File: config.mk
export PLATFORM = sky130hd
export DESIGN_NAME = pll_lock_rst_seq_flat
export DESIGN_NICKNAME = d
export VERILOG_FILES = /design/src/rtl/pll_seq_pkg.sv /design/src/rtl/pll_lock_rst_seq_if.sv /design/src/rtl/sync_2ff.sv /design/src/rtl/pll_lock_rst_seq.sv /design/src/flat_wrapper.sv
export SDC_FILE = /design/constraint.sdc
export NUM_CORES = 1
export LEC_CHECK = 0
export ABC_AREA = 0
export CAP_MARGIN = 30
export CORE_AREA = 2 2 76 78
export CTS_CLUSTER_DIAMETER = 60
export CTS_CLUSTER_SIZE = 12
export DETAILED_ROUTE_END_ITERATION = 8
export DIE_AREA = 0 0 78 80
export DONT_BUFFER_PORTS = 1
export SLEW_MARGIN = 20
export SYNTH_ARGS = -nofsm -noshare
export SYNTH_HDL_FRONTEND = slang
export SYNTH_HIERARCHICAL = 1
export SYNTH_SLANG_ARGS = --single-unit
File: constraint.sdc
create_clock -name init_clk -period 2.97 [get_ports init_clk]
set_input_delay 0.594 -clock init_clk [delete_from_list [all_inputs] [get_ports init_clk]]
set_output_delay 0.594 -clock init_clk [all_outputs]
set_load 0.02 [all_outputs]
File: src/rtl/pll_seq_pkg.sv
// Shared types and default timing constants for the PLL lock/reset sequencer.
// Defaults assume the 50 MHz init clock (20 ns period).
package pll_seq_pkg;

  typedef enum logic [2:0] {
    ST_PRST = 3'd0,
    ST_WAIT = 3'd1,
    ST_STAB = 3'd2,
    ST_RUN  = 3'd3,
    ST_FAIL = 3'd4
  } state_e;

  localparam int DEF_RST_PULSE_CYC    = 16;
  localparam int DEF_LOCK_TIMEOUT_CYC = 50000;
  localparam int DEF_LOCK_STABLE_CYC  = 5000;
  localparam int DEF_MAX_RETRY        = 7;

endpackage

File: src/rtl/pll_lock_rst_seq_if.sv
// PLL-facing and downstream signals of the lock/reset sequencer.
// master = sequencer side, slave = PLL wrapper / Ethernet logic side.
interface pll_lock_rst_seq_if;
  logic       pll_lock_i;
  logic       pll_rst_o;
  logic       lock_o;
  logic       sys_rst_o;
  logic [2:0] retry_cnt_o;
  logic       fail_o;

  modport master (input pll_lock_i, output pll_rst_o, lock_o, sys_rst_o, retry_cnt_o, fail_o);
  modport slave  (output pll_lock_i, input pll_rst_o, lock_o, sys_rst_o, retry_cnt_o, fail_o);
endinterface

File: src/rtl/sync_2ff.sv
// Two-flop single-bit synchronizer with synchronous active-high clear.
// Output lags the input by two clock edges.
module sync_2ff (
  input  logic clk,
  input  logic clr,
  input  logic d_i,
  output logic q_o
);
  logic meta_q, sync_q;

  always_ff @(posedge clk) begin
    if (clr) begin
      meta_q <= 1'b0;
      sync_q <= 1'b0;
    end else begin
      meta_q <= d_i;
      sync_q <= meta_q;
    end
  end

  assign q_o = sync_q;
endmodule

File: src/rtl/pll_lock_rst_seq.sv
// PLL reset pulse, lock qualification and downstream reset release, with
// bounded retries and a sticky fault once all attempts time out.
module pll_lock_rst_seq
  import pll_seq_pkg::*;
#(
  parameter int RST_PULSE_CYC    = DEF_RST_PULSE_CYC,
  parameter int LOCK_TIMEOUT_CYC = DEF_LOCK_TIMEOUT_CYC,
  parameter int LOCK_STABLE_CYC  = DEF_LOCK_STABLE_CYC,
  parameter int MAX_RETRY        = DEF_MAX_RETRY
) (
  input  logic               init_clk,
  input  logic               reset,
  pll_lock_rst_seq_if.master bus
);
  localparam int PW = $clog2(RST_PULSE_CYC + 1);
  localparam int TW = $clog2(LOCK_TIMEOUT_CYC + 1);
  localparam int SW = $clog2(LOCK_STABLE_CYC + 1);

  localparam logic [PW-1:0] P_LAST = PW'(RST_PULSE_CYC - 1);
  localparam logic [PW-1:0] P_MAX  = PW'(RST_PULSE_CYC);
  localparam logic [TW-1:0] T_LAST = TW'(LOCK_TIMEOUT_CYC - 1);
  localparam logic [TW-1:0] T_MAX  = TW'(LOCK_TIMEOUT_CYC);
  localparam logic [SW-1:0] S_LAST = SW'(LOCK_STABLE_CYC - 1);
  localparam logic [SW-1:0] S_MAX  = SW'(LOCK_STABLE_CYC);
  localparam logic [2:0]    R_MAX  = 3'(MAX_RETRY);

  state_e        state_q, state_d;
  logic [PW-1:0] pcnt_q, pcnt_d;
  logic [TW-1:0] tcnt_q, tcnt_d;
  logic [SW-1:0] scnt_q, scnt_d;
  logic [2:0]    retry_q, retry_d;
  logic          pll_rst_q, lock_q, sys_rst_q, fail_q;
  logic          lk, timeout;

  sync_2ff u_lock_sync (
    .clk (init_clk),
    .clr (reset),
    .d_i (bus.pll_lock_i),
    .q_o (lk)
  );

  always_comb begin
    state_d = state_q;
    pcnt_d  = pcnt_q;
    tcnt_d  = tcnt_q;
    scnt_d  = scnt_q;
    retry_d = retry_q;
    timeout = 1'b0;
    case (state_q)
      ST_PRST: begin
        pcnt_d = (pcnt_q == P_MAX) ? pcnt_q : pcnt_q + 1'b1;
        if (pcnt_q == P_LAST) begin
          state_d = ST_WAIT;
          pcnt_d  = '0;
          tcnt_d  = '0;
        end
      end
      ST_WAIT: begin
        tcnt_d = (tcnt_q == T_MAX) ? tcnt_q : tcnt_q + 1'b1;
        if (lk) begin
          state_d = ST_STAB;
          scnt_d  = '0;
        end else if (tcnt_q >= T_LAST) begin
          timeout = 1'b1;
        end
      end
      ST_STAB: begin
        // attempt timer keeps running so a flapping lock still times out
        tcnt_d = (tcnt_q == T_MAX) ? tcnt_q : tcnt_q + 1'b1;
        if (lk && scnt_q >= S_LAST) begin
          state_d = ST_RUN;
          retry_d = '0;
        end else if (tcnt_q >= T_LAST) begin
          timeout = 1'b1;
        end else if (!lk) begin
          state_d = ST_WAIT;
        end else begin
          scnt_d = (scnt_q == S_MAX) ? scnt_q : scnt_q + 1'b1;
        end
      end
      ST_RUN: begin
        if (!lk) begin
          state_d = ST_PRST;
          pcnt_d  = '0;
        end
      end
      ST_FAIL: state_d = ST_FAIL;
      default: state_d = ST_PRST;
    endcase

    if (timeout) begin
      retry_d = retry_q + 3'd1;
      if (retry_d == R_MAX) begin
        state_d = ST_FAIL;
      end else begin
        state_d = ST_PRST;
        pcnt_d  = '0;
      end
    end
  end

  // outputs are decoded from the next state so they register alongside it
  always_ff @(posedge init_clk) begin
    if (reset) begin
      state_q   <= ST_PRST;
      pcnt_q    <= '0;
      tcnt_q    <= '0;
      scnt_q    <= '0;
      retry_q   <= '0;
      pll_rst_q <= 1'b1;
      lock_q    <= 1'b0;
      sys_rst_q <= 1'b1;
      fail_q    <= 1'b0;
    end else begin
      state_q   <= state_d;
      pcnt_q    <= pcnt_d;
      tcnt_q    <= tcnt_d;
      scnt_q    <= scnt_d;
      retry_q   <= retry_d;
      pll_rst_q <= (state_d == ST_PRST) || (state_d == ST_FAIL);
      lock_q    <= (state_d == ST_RUN);
      sys_rst_q <= (state_d != ST_RUN);
      fail_q    <= (state_d == ST_FAIL);
    end
  end

  assign bus.pll_rst_o   = pll_rst_q;
  assign bus.lock_o      = lock_q;
  assign bus.sys_rst_o   = sys_rst_q;
  assign bus.retry_cnt_o = retry_q;
  assign bus.fail_o      = fail_q;
endmodule
File: src/flat_wrapper.sv
// flat-port wrapper written by rule: the top's interface ports become plain ports
module pll_lock_rst_seq_flat import pll_seq_pkg::*;
#(
  parameter int RST_PULSE_CYC    = DEF_RST_PULSE_CYC,
  parameter int LOCK_TIMEOUT_CYC = DEF_LOCK_TIMEOUT_CYC,
  parameter int LOCK_STABLE_CYC  = DEF_LOCK_STABLE_CYC,
  parameter int MAX_RETRY        = DEF_MAX_RETRY
)
  (init_clk, reset, bus_pll_lock_i, bus_pll_rst_o, bus_lock_o, bus_sys_rst_o, bus_retry_cnt_o, bus_fail_o);
  pll_lock_rst_seq_if bus_i ();
  input  logic init_clk;
  input  logic reset;
  input wire logic [$bits(bus_i.pll_lock_i)-1:0] bus_pll_lock_i;
  output wire logic [$bits(bus_i.pll_rst_o)-1:0] bus_pll_rst_o;
  output wire logic [$bits(bus_i.lock_o)-1:0] bus_lock_o;
  output wire logic [$bits(bus_i.sys_rst_o)-1:0] bus_sys_rst_o;
  output wire logic [$bits(bus_i.retry_cnt_o)-1:0] bus_retry_cnt_o;
  output wire logic [$bits(bus_i.fail_o)-1:0] bus_fail_o;
  assign bus_i.pll_lock_i = bus_pll_lock_i;
  assign bus_pll_rst_o = bus_i.pll_rst_o;
  assign bus_lock_o = bus_i.lock_o;
  assign bus_sys_rst_o = bus_i.sys_rst_o;
  assign bus_retry_cnt_o = bus_i.retry_cnt_o;
  assign bus_fail_o = bus_i.fail_o;
  pll_lock_rst_seq #(.RST_PULSE_CYC(RST_PULSE_CYC), .LOCK_TIMEOUT_CYC(LOCK_TIMEOUT_CYC), .LOCK_STABLE_CYC(LOCK_STABLE_CYC), .MAX_RETRY(MAX_RETRY)) u_core (.init_clk(init_clk), .reset(reset), .bus(bus_i));
endmodule
==> results of run 1 <==
worst reg2reg max path: cells and delay by family (launching register included):
family | cells | cell delay, ps
compound gates | 4 | 1190
simple gates | 1 | 550
flops | 1 | 370
fa+ha+maj | 1 | 300
state kept, by name, summed over array words and instances (netlist names):
signal,count
u_core/tcnt_q,16
u_core/scnt_q,13
u_core/pcnt_q,5
u_core/bus.retry_cnt_o,3
u_core/state_q,3
u_core/bus.fail_o,1
u_core/bus.lock_o,1
u_core/bus.pll_rst_o,1
u_core/bus.sys_rst_o,1
u_core/u_lock_sync/meta_q,1
u_core/u_lock_sync/q_o,1
report_power, final:
group / leakage, nW / switching, W / internal, W
Combinational: 0.511 / 0.0000187 / 0.0000121
Sequential: 0.371 / 0.00000513 / 0.000621
Clock: 0.0441 / 0.000218 / 0.000166
Total: 0.926 / 0.000242 / 0.000799
routing by layer:
| metal | GRT usage [%] | part of all wire, % | wire (µm) | vias to the layer above |
|---|---|---|---|---|
| met1 | 24.8 | 47 | 2680 | 1090 |
| met3 | 3.17 | 2.7 | 151 | 9 |
| met2 | 34.0 | 49 | 2760 | 29 |
| met5 | 0 | 0 | 0 | - |
| li1 | - | - | - | 1178 |
| met4 | 6.84 | 1.4 | 78 | 0 |
cells in the final DEF (no fill, tap or decap), types with 9 or more instances in the layout:
cell and n:
sky130_fd_sc_hd__dfxtp_1 46, sky130_fd_sc_hd__a21oi_1 27, sky130_fd_sc_hd__nand2_1 23, sky130_fd_sc_hd__nor2_1 20, sky130_fd_sc_hd__inv_1 15, sky130_fd_sc_hd__nand3_1 14
sky130_fd_sc_hd__or4_1 13, sky130_fd_sc_hd__o21ai_0 13, sky130_fd_sc_hd__and3_1 9, sky130_fd_sc_hd__or3_1 9, sky130_fd_sc_hd__ha_1 9
cell usage after synthesis (all sizes together) (7+ instances only):
master  instances
a21oi          28
and3           10
buf             7
dfxtp          46
ha              9
inv            15
nand2          23
nand2b          7
nand3          14
nor2           20
o21ai          16
o31ai           8
or3             9
or4            13
logic make-up (layout without fill, tap and decap cells):
logic type	after synthesis	in the layout	share of synthesized area, %
xor+xnor	6	6	2.00
buf+inv	28	25	4.67
flops	46	46	35.0
compound gates	92	92	24.6
simple gates	130	130	27.8
fa+ha+maj	9	9	4.29
mux	4	4	1.62
worst paths after layout:
path              cells past startpoint  slack (ps)                endpoint                       from
setup reg to reg                      6         490       u_core/scnt_q[11]           u_core/scnt_q[0]
hold / removal                        1         350        u_core/tcnt_q[1]                      reset
hold reg to reg                       1         450  u_core/u_lock_sync/q_o  u_core/u_lock_sync/meta_q
setup / recovery                      6         490       u_core/scnt_q[11]           u_core/scnt_q[0]
through the flow:
stage | util (%) | hold WS (ps) | setup slack (ps) | instance area (µm²) | power, W
final | 51.0 | 349 | 492 | 2760 | 0.00104
after global routing | 51.0 | 335 | 334 | 2760 | 0.00109
after CTS | 51.0 | 334 | 472 | 2760 | 0.00106
after detailed placement | 49.3 | 444 | 489 | 2670 | 0.000672
after global placement | 49.3 | 428 | 515 | 2670 | 0.000672
after floorplan | - | 414 | 798 | 2630 | 0.000668
layout make-up:
class	count	area, µm²
clock buffers	5	68.8
repair buffers	2	15.0
fillers	537	2650
inverters	15	56.3
well taps	72	90.1
multi-input cells	241	1580
flip-flops and latches	46	921
clock inverters	3	21.3
==> results.py, run 1 <==
metrics = {
    "clocking": {
        "post_cts_hold_buffer_count": 0,
        "numCtsBuffers": 5,
        "tritoncts_clock_tree": "built",
        "ctsResizeCount": 0,
        "max-clock-path-buffers": 2,
        "cts-htree-levels": 2,
        "post_cts.repair.setup_buffers": 0,
        "cts.root.buffer_cell": "sky130_fd_sc_hd__clkbuf_8",
        "clkSlewWorstSetupHoldPaths_ps": 90,
        "clkLatencyLatePin_ps": 300,
        "clock-sinks": 46,
    },
    "worst_setup_path": {
        "crit_path_max_incr_delay_ps": 550,
        "worst-setup-path-type": "reg2reg",
        "arrival_ps": 2710,
        "critPathTopFamily": "compound AO/OA/AOI/OAI gates",
        "cp_slowest_cell": "sky130_fd_sc_hd__or4_1",
        "cp_max_fo": 12,
        "start_kind": "flop",
        "sum_of_buffers_and_inverters_on_the_critical_path": 0,
        "cp-end-kind": "flop",
        "timing.critical_path.cells": "ha_1 > a21o_1 > a2111oi_4 > o21ai_1 > or4_1 > a21oi_1",
        "critical_path_required_ps": 3200,
    },
    "grt": {
        "grt_max_degree": 20,
        "grt_antenna_before_repair": 0,
        "grt_remaining_overflow": 0,
        "grt_overall_usage_pct": 19.6,
        "grt_pass1_wl_um": 10000,
        "first_global_vias": 2160,
    },
    "sta": {
        "fmaxAchievable_ghz": 0.404,
        "final.period_utilization_pct": 83.4,
        "setup-violations-final": 0,
        "timing.max_slew.rel_slack_pct": 49.4,
        "grt_setup_unrepaired": "false",
        "final_period_minus_worst_setup_slack_ps": 2480,
        "slew_violations": 0,
        "fin_worst_skew_ps": 6.97,
        "final.setup.tns_ps": 0,
        "timing_hold_violations_final": 0,
        "timing_worst_slew_pin_value_ps": 754,
    },
    "pwr": {
        "total_leakage_power_nw": 0.926,
        "ir_worst_vdd_mv": 0.192,
        "p_per_area_nw_per_um2": 377,
    },
    "yosys": {
        "ys_warn_count": 6,
        "dominantRegCellSynth": "sky130_fd_sc_hd__dfxtp_1",
        "synth_nets": 327,
        "syn_inst": 315,
        "asyncSetResetFlopFracSynth_pct": 0,
        "synth_edf_count": 0,
        "synth.avg_cell_area_um2": 8.34,
        "flops_latches_synth": 46,
        "synth_top_cells_by_area": "sky130_fd_sc_hd__dfxtp_1 35%, sky130_fd_sc_hd__a21oi_1 5.1%, sky130_fd_sc_hd__ha_1 4.3%",
        "synthesis.area_um2": 2630,
        "cell_accounting_for_the_most_synthesized_area": "sky130_fd_sc_hd__dfxtp_1",
        "synth.lib_cells_used.distinct": 57,
        "part_of_the_yosys_area_used_for_sequential_elements_pct": 35.0,
        "yosysTopAreaCellShare_pct": 35.0,
    },
    "floorplan": {
        "pin_count": 10,
        "core_area_um2": 5410,
        "floorplan.rows": 27,
        "dieWidth_um": 78,
        "starting_utilization_of_the_core_area_pct": 48.6,
        "floorplan.die_area_um2": 6240,
        "die_h_um": 80,
    },
    "layout": {
        "area_delta_synth_final_pct": 4.90,
        "num-nets-final": 323,
        "layoutNonFillerInstCount": 384,
        "n_antenna_cell": 0,
        "layout-drive-gt1-share_pct": 7.69,
    },
    "placement": {
        "post-dp-hpwl_um": 4200,
        "placed_cell_count": 376,
        "port_buffers": 0,
        "globalplace.congestion": 0.786,
    },
    "routing": {
        "drtPass1Iterations": 4,
        "number_of_antenna_violating_nets_in_the_routed_design": 0,
        "dr_total_vias": 2306,
        "route.final.wire_length_um": 5660,
        "detailedRoute.firstIterationViolations": 88,
        "viasPerCell": 6.01,
        "drt-wirelength-per-cell_um": 14.7,
        "remaining_design_rule_violation_count": 0,
    },
    "run_status": {
        "outcome": "complete, no violations",
    },
    "min_path": {
        "min-delay-path-class": "in2reg",
    },
    "run": {
        "max_cap_viol_count": 0,
    },
}
No activity file was read; power rests on OpenSTA's default activity.
==> inputs of run 2 (changes only) <==
--- a/config.mk
+++ b/config.mk
@@ -13,6 +13,7 @@
 export DETAILED_ROUTE_END_ITERATION = 8
 export DIE_AREA = 0 0 78 80
 export DONT_BUFFER_PORTS = 1
+export PLACE_DENSITY = 0.66
 export SLEW_MARGIN = 20
 export SYNTH_ARGS = -nofsm -noshare
 export SYNTH_HDL_FRONTEND = slang
==> constraint.sdc (replaced) <==
create_clock -name init_clk -period 2 [get_ports init_clk]
set_input_delay 0.4 -clock init_clk [delete_from_list [all_inputs] [get_ports init_clk]]
set_output_delay 0.4 -clock init_clk [all_outputs]
set_load 0.02 [all_outputs]
==> run 2 against run 1 <==
  * The flow now finishes with violations (negative setup slack)
  * Total power increased by 75%
  * Sequential cell count unchanged
  * Largest power group unchanged
  * Sequential share of layout area decreased by 7.2 points
  * Clock skew increased by 2.8 ps
  * Count of clock-buffer cells in the layout unchanged
  * First-iteration DRC count increased to 2.6 times the previous value
  * Critical path depth unchanged
  * Critical endpoint is now u_core/tcnt_q[4]
  * Combinational power increased by 110%
  * Worst hold slack got worse by 200 ps
==> results.py, run 2 (synthesis results as in run 1) <==
metrics = {
    "pwr": {
        "p_per_area_nw_per_um2": 512,
        "clockPowerShare_pct": 45.6,
        "cell_internal_pwr_w": 0.00145,
        "power.switching_w": 0.000374,
        "switching_share_pct": 20.5,
        "total_leakage_power_nw": 1.34,
        "ir_worst_vdd_mv": 0.326,
        "p_comb_share_pct": 3.6,
        "power_frac_seq_pct": 50.8,
    },
    "sta": {
        "timing.max_slew.rel_slack_pct": 66.2,
        "grt_setup_unrepaired": "true",
        "final_period_minus_worst_setup_slack_ps": 2120,
        "final.period_utilization_pct": 106,
        "fmaxAchievable_ghz": 0.473,
        "timing_hold_violations_final": 0,
        "whs_ps": 150,
        "slew_violations": 0,
        "fin_worst_skew_ps": 9.80,
        "setup-violations-final": 24,
        "timing_worst_slew_pin_value_ps": 502,
        "postLayoutSetupSlackWorst_ps": -116,
    },
    "min_path": {
        "hold_path.startpoint": "reset",
        "worstHoldEndpoint": "u_core/tcnt_q[1]",
        "min-delay-path-class": "in2reg",
        "worstHoldPathCells": 1,
    },
    "clocking": {
        "cts-htree-levels": 2,
        "numCtsBuffers": 5,
        "clkSlewWorstSetupHoldPaths_ps": 90,
        "tritoncts_clock_tree": "built",
        "clock-sinks": 46,
        "post_cts_hold_buffer_count": 0,
        "cts.root.buffer_cell": "sky130_fd_sc_hd__clkbuf_8",
        "max-clock-path-buffers": 2,
        "clkLatencyLatePin_ps": 310,
    },
    "routing": {
        "detailedRoute.firstIterationViolations": 231,
        "route.final.wire_length_um": 6970,
        "drtPass1Iterations": 5,
        "viasPerCell": 6.00,
        "dr_total_vias": 2686,
        "number_of_antenna_violating_nets_in_the_routed_design": 0,
        "drt-wirelength-per-cell_um": 15.5,
        "remaining_design_rule_violation_count": 0,
    },
    "layout": {
        "num-nets-final": 387,
        "area_delta_synth_final_pct": 35.6,
        "largest_register": "u_core/tcnt_q",
        "commonest_non_fill_non_tap_cell_in_the_layout": "sky130_fd_sc_hd__buf_4",
        "layout-drive-gt1-share_pct": 34.8,
        "n_antenna_cell": 0,
        "filler_cell_count": 442,
        "mostFrequentLayoutCells": "61 x sky130_fd_sc_hd__buf_4, 39 x sky130_fd_sc_hd__dfxtp_1, 23 x sky130_fd_sc_hd__a21oi_1, 23 x sky130_fd_sc_hd__nand2_1, 17 x sky130_fd_sc_hd__nor2_1",
        "final_core_utilization_pct": 65.9,
        "top_regs": "u_core/tcnt_q (16), u_core/scnt_q (13), u_core/pcnt_q (5)",
        "largest_register_ffs": 16,
    },
    "placement": {
        "globalplace.congestion": 0.884,
        "post-dp-hpwl_um": 4810,
        "dp_slack_ps": -219,
        "port_buffers": 0,
    },
    "worst_setup_path": {
        "cp-end-kind": "flop",
        "cp_slowest_cell": "sky130_fd_sc_hd__or4_4",
        "timing.rr.start": "u_core/tcnt_q[13]",
        "start_kind": "flop",
        "r2r_slack_ps": -120,
        "sum_of_buffers_and_inverters_on_the_critical_path": 1,
        "timing.critical_path.cells": "or4_4 > or4_4 > o2111ai_2 > buf_6 > xor2_1 > nor2_1",
        "crit_path_frequent_cell": "sky130_fd_sc_hd__or4_4",
        "cp_max_fo": 11,
        "worst-setup-path-type": "reg2reg",
        "critical_path.reg2reg.endpoint": "u_core/tcnt_q[4]",
        "r2r_cells": 6,
        "critPathTopFamily": "simple AND/OR/NAND/NOR gates",
        "crit_path_max_incr_delay_ps": 600,
        "critical_path_required_ps": 2210,
        "arrival_ps": 2320,
    },
    "grt": {
        "grt_remaining_overflow": 0,
        "grt_overall_usage_pct": 23.7,
        "grt_pass1_wl_um": 12000,
        "first_global_vias": 2562,
        "grt_antenna_before_repair": 0,
        "grt_max_degree": 20,
    },
    "floorplan": {
        "starting_utilization_of_the_core_area_pct": 48.6,
        "floorplan.rows": 27,
        "pin_count": 10,
        "floorplan.die_area_um2": 6240,
        "core_area_um2": 5410,
        "dieWidth_um": 78,
        "die_h_um": 80,
    },
    "run_status": {
        "failed_checks": "negative setup slack",
        "outcome": "finished with violations",
    },
    "run": {
        "max_cap_viol_count": 0,
    },
}
run 2: changes by cell type in the layout (fill, tap and decap cells not counted), moves of 4 or more:
cell                      change
sky130_fd_sc_hd__o21ai_0      -9
sky130_fd_sc_hd__o21ai_1      +8
sky130_fd_sc_hd__dfxtp_1      -7
sky130_fd_sc_hd__dfxtp_2      +6
sky130_fd_sc_hd__buf_4       +59
sky130_fd_sc_hd__a21oi_1      -4
run 2: layout make-up:
type	instances	area [µm²]	share of cell area, %
sequential	46	932	26.2
tap	72	90.1	2.53
inverter	15	56.3	1.58
multi-input combinational	243	1850	52.1
clock buffer	5	68.8	1.93
timing repair buffer	64	492	13.8
clock inverter	3	68.8	1.93
run 2: how the worst max path moves through the flow:
stage,from,cells after the start,endpoint
2_1_floorplan,u_core/tcnt_q[2],7,u_core/tcnt_q[4]
3_5_place_dp,u_core/tcnt_q[13],5,u_core/scnt_q[6]
5_1_grt,u_core/tcnt_q[13],6,u_core/tcnt_q[4]
3_3_place_gp,u_core/tcnt_q[13],5,u_core/scnt_q[6]
6_report,u_core/tcnt_q[13],6,u_core/tcnt_q[4]
4_1_cts,u_core/tcnt_q[7],6,u_core/tcnt_q[1]
run 2: layer usage:
layer	GRT usage [%]	part of all wire, %	wire, µm	up-vias
met4	8.07	1.4	98	0
met1	29.0	42	2960	1270
met2	42.2	51	3580	93
met3	4.07	4.7	327	13
li1	-	-	-	1310
met5	0	0	0	-
run 2: timing repair:
item,CTS,global route
pin swaps,14,8
endpoints found under the setup margin,41,44
buffers inserted,2,0
gates resized for setup,29,32
gates cloned,2,0
run 2: through the flow:
step                      power (W)  instance area, µm²  TNS (ps)  cells
after floorplan            0.000992                2670     -1030    315
after global placement      0.00101                3140     -3070    436
after detailed placement    0.00101                3140     -3890    436
after CTS                   0.00184                3420     -1450    448
after global routing        0.00189                3560     -3920    448
final                       0.00182                3560     -1820    448
run 2: power by group through the flow:
stage	clock, W	combinational (W)	sequential, W
global placement	0	0.0000603	0.000949
floorplan	0	0.0000424	0.000949
CTS	0.000848	0.0000633	0.000928
detailed placement	0	0.0000623	0.000949
finish	0.000832	0.0000659	0.000926
global route	0.000885	0.0000749	0.000927
